File: config.mk
export PLATFORM = sky130hd
export DESIGN_NAME = alu_core
export DESIGN_NICKNAME = d
export VERILOG_FILES = /design/src/rtl/alu_core.sv
export SDC_FILE = /design/constraint.sdc
export NUM_CORES = 1
export LEC_CHECK = 0
export ABC_CLOCK_PERIOD_IN_PS = 6000
export CORE_UTILIZATION = 50
export CTS_CLUSTER_SIZE = 10
export DETAILED_ROUTE_END_ITERATION = 16
export PLACE_DENSITY_LB_ADDON = 0.2
export SLEW_MARGIN = 20
export SYNTH_ARGS = -nofsm -noshare
export SYNTH_HDL_FRONTEND = slang
export SYNTH_SLANG_ARGS = --single-unit
File: constraint.sdc
create_clock -name clk -period 6 [get_ports clk]
set_input_delay 1.8 -clock clk [delete_from_list [all_inputs] [get_ports clk]]
set_output_delay 1.8 -clock clk [all_outputs]
set_load 0.005 [all_outputs]
File: src/rtl/alu_core.sv
// Single-cycle registered ALU: one operation accepted every clock edge.
// The result and zero flag are both registered from the same next-state value.
module alu_core #(
   parameter int WIDTH = 32
) (
   input  logic             clk,
   input  logic             rst,
   input  logic [WIDTH-1:0] in1,
   input  logic [WIDTH-1:0] in2,
   input  logic [3:0]       alu_ctrl,
   output logic [WIDTH-1:0] alu_result,
   output logic             zero_flag
);

   // No handshake: inputs are sampled on every rising edge and the result
   // for that edge is valid on the outputs until the following edge.

   logic [WIDTH-1:0] r_result;
   logic             r_zero;
   logic [WIDTH-1:0] w_next;
   logic [4:0]       w_shamt;
   logic             w_slt;
   logic             w_sltu;

   assign w_shamt = in2[4:0];
   assign w_slt   = $signed(in1) < $signed(in2);
   assign w_sltu  = in1 < in2;

   always_comb begin
      w_next = '0;
      case (alu_ctrl)
         4'b0000: w_next = in1 + in2;
         4'b0001: w_next = in1 - in2;
         4'b0010: w_next = in1 & in2;
         4'b0011: w_next = in1 | in2;
         4'b0100: w_next = in1 ^ in2;
         4'b0101: w_next = in1 << w_shamt;
         4'b0110: w_next = in1 >> w_shamt;
         4'b0111: w_next = $unsigned($signed(in1) >>> w_shamt);
         4'b1000: w_next = {{(WIDTH-1){1'b0}}, w_slt};
         4'b1001: w_next = {{(WIDTH-1){1'b0}}, w_sltu};
         default: w_next = '0;
      endcase
   end

   // Reset wins over the operation sampled on the same edge.
   always_ff @(posedge clk) begin
      if (rst) begin
         r_result <= '0;
         r_zero   <= 1'b1;
      end else begin
         r_result <= w_next;
         r_zero   <= (w_next == '0);
      end
   end

   assign alu_result = r_result;
   assign zero_flag  = r_zero;

endmodule

==> impl_summary.log, run 1 <==
[metrics] run status: finished clean
[metrics] slowest stage cell on the critical path: sky130_fd_sc_hd__a2111oi_0
[metrics] synthesized area: between 10000 and 15000 sq um
[metrics] combined area of the multi-input logic cells: around 9200 sq um
[metrics] initial standard-cell utilization of the core: between 50% and 60%
[metrics] post-route total power: 1740 uW
[metrics] family with the most delay on the worst path: compound AO/OA/AOI/OAI gates
[metrics] Die W: ~150 um
[metrics] register cell area after layout: between 600 and 700 sq um
[metrics] leading cell types by total area after synthesis: sky130_fd_sc_hd__ha_1 11%, sky130_fd_sc_hd__mux4_2 11%, sky130_fd_sc_hd__dfxtp_1 6.2%
[metrics] clock root cell: sky130_fd_sc_hd__clkbuf_16
[metrics] final setup fails: 0
[metrics] post-cts sizing count: 0
[metrics] DIE HEIGHT: approximately 150 um
[metrics] transition time at the pin with the least slew margin: 0.863 ns
[metrics] Compound-Gate Fraction of Synth Area: 31.6%
[metrics] max-slew headroom at the worst pin: between 40% and 50%
[metrics] sequential-to-total area share from yosys stat: around 6.2%
[metrics] Initial DRT Pass Iterations: 6
[metrics] number of input and output port buffers inserted: about 100
[metrics] maximum clock frequency: between 150 and 200 MHz
[metrics] total CTS buffers: 5
[metrics] number of DRC violations after detailed-routing iteration 0: ~2000
[metrics] net count after synthesis: between 1500 and 2000
[metrics] final routed wire length divided by cell count: ~28 um
[metrics] top-area cell type share of the netlist area: a little under an eighth
[metrics] DR vias: about 14000
[metrics] maximum fanout count along the critical path: 8
[metrics] via density per instance: ~7
[metrics] fill cell count: approximately 1900
[metrics] CTS Sinks: 33
[metrics] Floorplan Core Area: around 21000 sq um
[metrics] post-route fraction of the period consumed by the critical path: 97.4%
[metrics] detailed-route wire length: ~53000 um
[metrics] area delta synth->final: 22.1%
[metrics] global-route wire length before repair: ~80000 um
[metrics] critical path class: in -> reg
[metrics] placed wire-length estimate after detailed placement: ~42000 um
[metrics] mux share of post-synthesis cell area: 18.4%
[metrics] Max VDD drop: between 0.08 and 0.09 mV
[metrics] number of flops mapped to enable cells by yosys: 0
[metrics] list of cells traversed by the critical path: clkdlybuf4s50_1 -> inv_1 -> ha_1 -> o211ai_1 -> nor3_1 -> o21ai_0 -> buf_4 -> a2111oi_0 -> buf_4 -> o211ai_1 -> buf_4 -> nand4_1 -> nand4b_1 -> a41o_1 -> a21oi_1 -> a41o_1
[metrics] final hold violations: 0
[metrics] DRC viols: 0
[metrics] path category of the worst min-delay check: in -> reg
[metrics] simple-gate area share of the yosys netlist: between 20% and 30%
[metrics] global routing usage summed across all routing layers: 47.9%
[metrics] # hold bufs at CTS: 0
[metrics] post-route antenna net violation count: 0
[metrics] largest family of logic cells by synthesized area: compound AO/OA/AOI/OAI gates
[metrics] shortest clock period the worst path allows after layout: 5.85 ns
[metrics] last weighted congestion value of the routability-driven placer: 1.12
[metrics] post-synthesis instance total: ~1500
[metrics] synthesis warning total: 0
[metrics] vias in the first global route: ~13000
[metrics] total setup buffers inserted after CTS: 0
[metrics] dominant register cell in the synthesized netlist: sky130_fd_sc_hd__dfxtp_1
[metrics] Bufs on Longest Clock Path: 2
[metrics] fraction of final layout cells with drive strength greater than 1: between 10% and 20%
[metrics] WP data required: between 6 and 7 ns
[metrics] kind of start point of the critical path: primary input
[metrics] depth of the CTS H-tree: 2
[metrics] register clock-pin slew on the reported worst setup and hold paths: approximately 0.050 ns
[metrics] post-synthesis cell type with the largest combined area: sky130_fd_sc_hd__ha_1
[metrics] adder and majority gate portion of the synthesized area: a little under an eighth
[metrics] flops & latches, synth: 33
[metrics] sum of negative setup slack: 0 ns
[metrics] fraction of synthesis flops using an asynchronous set or reset pin: 0%
[metrics] pin count of the biggest net entering global routing: between 50 and 60
[metrics] die footprint: about 22000 sq um
[metrics] signal arrival time at the worst endpoint: a little over 6 ns
[metrics] post-synthesis area per instance: about 7 sq um
[metrics] endpoint class of the critical path: register
[metrics] static leakage: roughly 0.0055 uW
[metrics] number of antenna violations at the first check in global routing: 2
[metrics] Final nets: 1825
[metrics] Boundary Pins: approximately 100
[metrics] max-slew violations: 0
[metrics] largest stage delay on the critical path: ~0.58 ns
[metrics] RSZ-0062 raised after global routing: false
[metrics] overall overflow remaining after global route: 0
[metrics] XOR/XNOR Fraction of Synth Area: 1.23%
[metrics] most repeated library cell on the critical path: sky130_fd_sc_hd__buf_4
[metrics] number of violations of the max-capacitance limit: 0
[metrics] number of placement rows: 53
[metrics] Yosys cell types: 87
[metrics] CTS tree: built
[metrics] Cell Pwr Density: between 100 and 150 nW/um^2
[metrics] WP buf/inv: 5
## cells in the final DEF, fill, tap and decap left out, types with 14 or more instances in the layout
master,instances
sky130_fd_sc_hd__mux2i_1,54
sky130_fd_sc_hd__nand4_1,17
sky130_fd_sc_hd__nor4_1,23
sky130_fd_sc_hd__buf_4,168
sky130_fd_sc_hd__a221oi_1,18
sky130_fd_sc_hd__inv_1,95
sky130_fd_sc_hd__o21ai_0,103
sky130_fd_sc_hd__a22oi_1,16
sky130_fd_sc_hd__nand2_1,126
sky130_fd_sc_hd__dfxtp_1,33
sky130_fd_sc_hd__ha_1,98
sky130_fd_sc_hd__a21o_1,14
sky130_fd_sc_hd__mux2_2,24
sky130_fd_sc_hd__nor2_1,159
sky130_fd_sc_hd__clkdlybuf4s50_1,97
sky130_fd_sc_hd__mux4_2,51
sky130_fd_sc_hd__o211ai_1,18
sky130_fd_sc_hd__a21oi_1,111
sky130_fd_sc_hd__o22ai_1,20
sky130_fd_sc_hd__a211oi_1,24
sky130_fd_sc_hd__nand3_1,35
sky130_fd_sc_hd__nor2b_1,18
sky130_fd_sc_hd__a31oi_1,23
sky130_fd_sc_hd__nor3_1,41
## per-stage QoR
stage / setup WS, ns / area, sq um / hold slack, ns / utilization (%) / std cells
after floorplan: 0.350 / 10700 / 1.87 / - / 1498
after global placement: 0.0303 / 12900 / 2.50 / 61.4 / 1923
after detailed placement: 0.0290 / 12900 / 2.31 / 61.4 / 1923
after CTS: 0.288 / 13100 / 2.02 / 62.3 / 1931
after global routing: 0.0220 / 13100 / 2.07 / 62.3 / 1931
final: 0.154 / 13100 / 2.03 / 62.3 / 1932
## worst paths after layout
check   start             end  depth (start not counted)
max    in1[4]       zero_flag                         16
min       rst  alu_result[24]                          2
## cell usage after synthesis (20+ instances only)
master	number
sky130_fd_sc_hd__nor2_1	159
sky130_fd_sc_hd__nand2_1	126
sky130_fd_sc_hd__a21oi_1	111
sky130_fd_sc_hd__o21ai_0	103
sky130_fd_sc_hd__ha_1	98
sky130_fd_sc_hd__inv_1	95
sky130_fd_sc_hd__clkbuf_1	81
sky130_fd_sc_hd__mux2i_1	54
sky130_fd_sc_hd__mux4_2	51
sky130_fd_sc_hd__nor3_1	41
sky130_fd_sc_hd__nand3_1	35
sky130_fd_sc_hd__dfxtp_1	33
sky130_fd_sc_hd__a211oi_1	24
sky130_fd_sc_hd__mux2_2	24
sky130_fd_sc_hd__nor4_1	24
sky130_fd_sc_hd__a31oi_1	23
sky130_fd_sc_hd__o22ai_1	20
## area by class of cell
| type | count | area share, % |
|---|---|---|
| Multi-Input combinational cell | 1243 | 70.1 |
| Timing Repair Buffer | 275 | 18.1 |
| Sequential cell | 33 | 5.05 |
| Inverter | 97 | 2.78 |
| Tap cell | 275 | 2.63 |
| Clock buffer | 7 | 1.09 |
| Clock inverter | 1 | 0.229 |
| Antenna cell | 1 | 0.0191 |
## routing by layer
metal | vias up | part of all wire (%) | track usage, % | wire, um
met5 | - | 0.023 | 0 | 12
met4 | 2 | 5.8 | 22.5 | 3070
met3 | 242 | 15 | 13.3 | 7780
met2 | 1203 | 42 | 71.5 | 22200
met1 | 6452 | 38 | 63.4 | 20200
li1 | 5955 | - | - | -
## where the power goes
part	internal (uW)	switching (uW)	leakage, uW
clock network	207	87.3	0.0000841
logic	485	715	0.00519
registers	241	5.06	0.000273
## kinds of logic after synthesis
kind of cell	Yosys count
AOI/OAI and AO/OA	499
DFF	33
buffers and inverters	222
muxes	130
xor gates and xnor gates	15
and+or+nand+nor	499
adders and majority gates	100
## sequential cells by signal, indices dropped and copies added (netlist names)
register,count
zero_flag,1
alu_result,32
Power figures use the tool's default switching activity.
==> inputs of run 2 (changes only) <==
--- a/config.mk
+++ b/config.mk
@@ -6,6 +6,7 @@
 export NUM_CORES = 1
 export LEC_CHECK = 0
 export ABC_CLOCK_PERIOD_IN_PS = 6000
+export CORE_MARGIN = 10
 export CORE_UTILIZATION = 50
 export CTS_CLUSTER_SIZE = 10
 export DETAILED_ROUTE_END_ITERATION = 16
==> run 2 against run 1 <==
  * Global-route usage down 12 points
  * Die area increased by 26%
  * Non-clock buffer count decreased by 15
==> impl_summary.log, run 2 (synthesis results as in run 1) <==
[metrics] run status: finished clean
[metrics] Initial DRT Pass Iterations: 6
[metrics] slowest stage cell on the critical path: sky130_fd_sc_hd__clkdlybuf4s50_1
[metrics] CTS tree: built
[metrics] path category of the worst min-delay check: in -> reg
[metrics] transition time at the pin with the least slew margin: about 1.0 ns
[metrics] detailed-route wire length: around 54000 um
[metrics] placed wire-length estimate after detailed placement: 43100 um
[metrics] post-route fraction of the period consumed by the critical path: 98.7%
[metrics] most frequent cells in the layout: 159 x sky130_fd_sc_hd__nor2_1, 154 x sky130_fd_sc_hd__buf_4, 126 x sky130_fd_sc_hd__nand2_1
[metrics] global routing usage summed across all routing layers: a little over a third
[metrics] area post-placement: about 13000 sq um
[metrics] post-route cell area: between 10000 and 15000 sq um
[metrics] area delta synth->final: 20.5%
[metrics] signal arrival time at the worst endpoint: between 6 and 7 ns
[metrics] endpoint class of the critical path: register
[metrics] most common library cell in the layout ignoring fill and taps: sky130_fd_sc_hd__nor2_1
[metrics] RSZ-0062 raised after global routing: false
[metrics] largest stage delay on the critical path: around 0.59 ns
[metrics] initial standard-cell utilization of the core: ~51%
[metrics] combined area of the multi-input logic cells: 9170 sq um
[metrics] depth of the CTS H-tree: 2
[metrics] total setup buffers inserted after CTS: 0
[metrics] final hold violations: 0
[metrics] ANT cells: 0
[metrics] Cell Pwr Density: around 130 nW/um^2
[metrics] critical path startpoint: in1[6]
[metrics] final setup fails: 0
[metrics] DRC viols: 0
[metrics] family with the most delay on the worst path: buffers and inverters
[metrics] flip-flop count of the largest register after layout: 32
[metrics] max-slew violations: 0
[metrics] die footprint: 27700 sq um
[metrics] critical path class: in -> reg
[metrics] WP buf/inv: 6
[metrics] via density per instance: approximately 7.2
[metrics] most repeated library cell on the critical path: sky130_fd_sc_hd__buf_4
[metrics] last weighted congestion value of the routability-driven placer: between 1 and 1.5
[metrics] max-slew headroom at the worst pin: 31.3%
[metrics] number of antenna violations at the first check in global routing: 1
[metrics] overall overflow remaining after global route: 0
[metrics] Bufs on Longest Clock Path: 2
[metrics] WP depth: 17
[metrics] Max VDD drop: between 0.1 and 0.15 mV
[metrics] global-route wire length before repair: between 70000 and 80000 um
[metrics] number of DRC violations after detailed-routing iteration 0: approximately 2100
[metrics] static leakage: 0.00545 uW
[metrics] register clock-pin slew on the reported worst setup and hold paths: about 0.05 ns
[metrics] final routed wire length divided by cell count: between 20 and 30 um
[metrics] startpoint of the tightest hold check path: rst
[metrics] vias in the first global route: 12600
[metrics] Final nets: approximately 1800
[metrics] Final Hold Slack: approximately 2.0 ns
[metrics] number of input and output port buffers inserted: slightly above 100
[metrics] number of placement rows: 53
[metrics] Critical path destination: zero_flag
[metrics] Die W: around 170 um
[metrics] fraction of final layout cells with drive strength greater than 1: around 16%
[metrics] Floorplan Core Area: 21100 sq um
[metrics] pin count of the biggest net entering global routing: between 50 and 60
[metrics] number of violations of the max-capacitance limit: 0
[metrics] register cell area after layout: around 660 sq um
[metrics] clock root cell: sky130_fd_sc_hd__clkbuf_16
[metrics] maximum clock frequency: about 170 MHz
[metrics] CTS Sinks: 33
[metrics] Boundary Pins: just over 100
[metrics] DIE HEIGHT: between 150 and 200 um
[metrics] DR vias: around 14000
[metrics] maximum fanout count along the critical path: 10
[metrics] shortest clock period the worst path allows after layout: slightly below 6 ns
[metrics] list of cells traversed by the critical path: clkdlybuf4s50_1 -> inv_1 -> ha_1 -> nand4_1 -> nor3_1 -> o21ai_0 -> buf_4 -> a2111oi_1 -> buf_4 -> o211ai_1 -> nand3_1 -> buf_4 -> a41o_1 -> mux2i_1 -> nor3_1 -> buf_4 -> a41o_1
[metrics] total CTS buffers: 5
[metrics] post-route antenna net violation count: 0
[metrics] fill cell count: between 2000 and 2500
[metrics] kind of start point of the critical path: primary input
[metrics] WP data required: 6.17 ns
[metrics] Layout Utilization: between 60% and 70%
[run 2: cell types whose count changed in the layout (fill, tap and decap cells not counted), sizes merged]
cell | previous run | this run
diode | 1 | 0
clkinv | 1 | 3
buf | 178 | 163
bufinv | 1 | 0
clkbuf | 7 | 6
[run 2: cell type report]
| cell class | instances | area share [%] |
|---|---|---|
| inverter | 97 | 2.82 |
| clock buffer | 6 | 0.997 |
| timing repair buffer | 260 | 17.4 |
| clock inverter | 2 | 0.0774 |
| multi-input combinational | 1243 | 71.0 |
| tap | 275 | 2.66 |
| sequential | 33 | 5.11 |
[run 2: per-stage QoR]
step | total power (uW) | TNS, ns | setup slack, ns | cells
2_1_floorplan | 916 | 0 | 0.350 | 1498
3_3_place_gp | 1370 | -0.0308 | -0.0308 | 1908
3_5_place_dp | 1380 | -0.0519 | -0.0519 | 1908
4_1_cts | 1620 | 0 | 0.213 | 1916
5_1_grt | 1740 | 0 | 0.00398 | 1916
6_report | 1670 | 0 | 0.0804 | 1916
[run 2: per-layer routing]
layer,vias up,global-route usage [%],wire length [um]
met3,185,8.17,7520
li1,5927,-,-
met5,-,0,14
met4,2,13.0,2420
met1,6565,48.1,20700
met2,1170,55.1,23100
[run 2: worst min-delay path by stage]
stage | end | slack [ns] | cells past startpoint
3_3_place_gp | alu_result[0] | 2.51 | 1
3_5_place_dp | alu_result[9] | 2.31 | 2
5_1_grt | alu_result[22] | 2.06 | 2
4_1_cts | alu_result[7] | 2.03 | 2
6_report | alu_result[5] | 2.04 | 2
2_1_floorplan | alu_result[21] | 1.87 | 1
[run 2: where the power goes]
part / leakage, uW / switching [uW] / internal (uW)
clock network: 0.0000706 / 88.8 / 152
registers: 0.000273 / 4.86 / 240
logic: 0.00511 / 707 / 477
[run 2: timing repair]
item	4_1_cts	5_1_grt
hold endpoints to repair	0	0
gates resized for setup	0	2
endpoints found under the setup margin	0	2
hold buffers	0	0
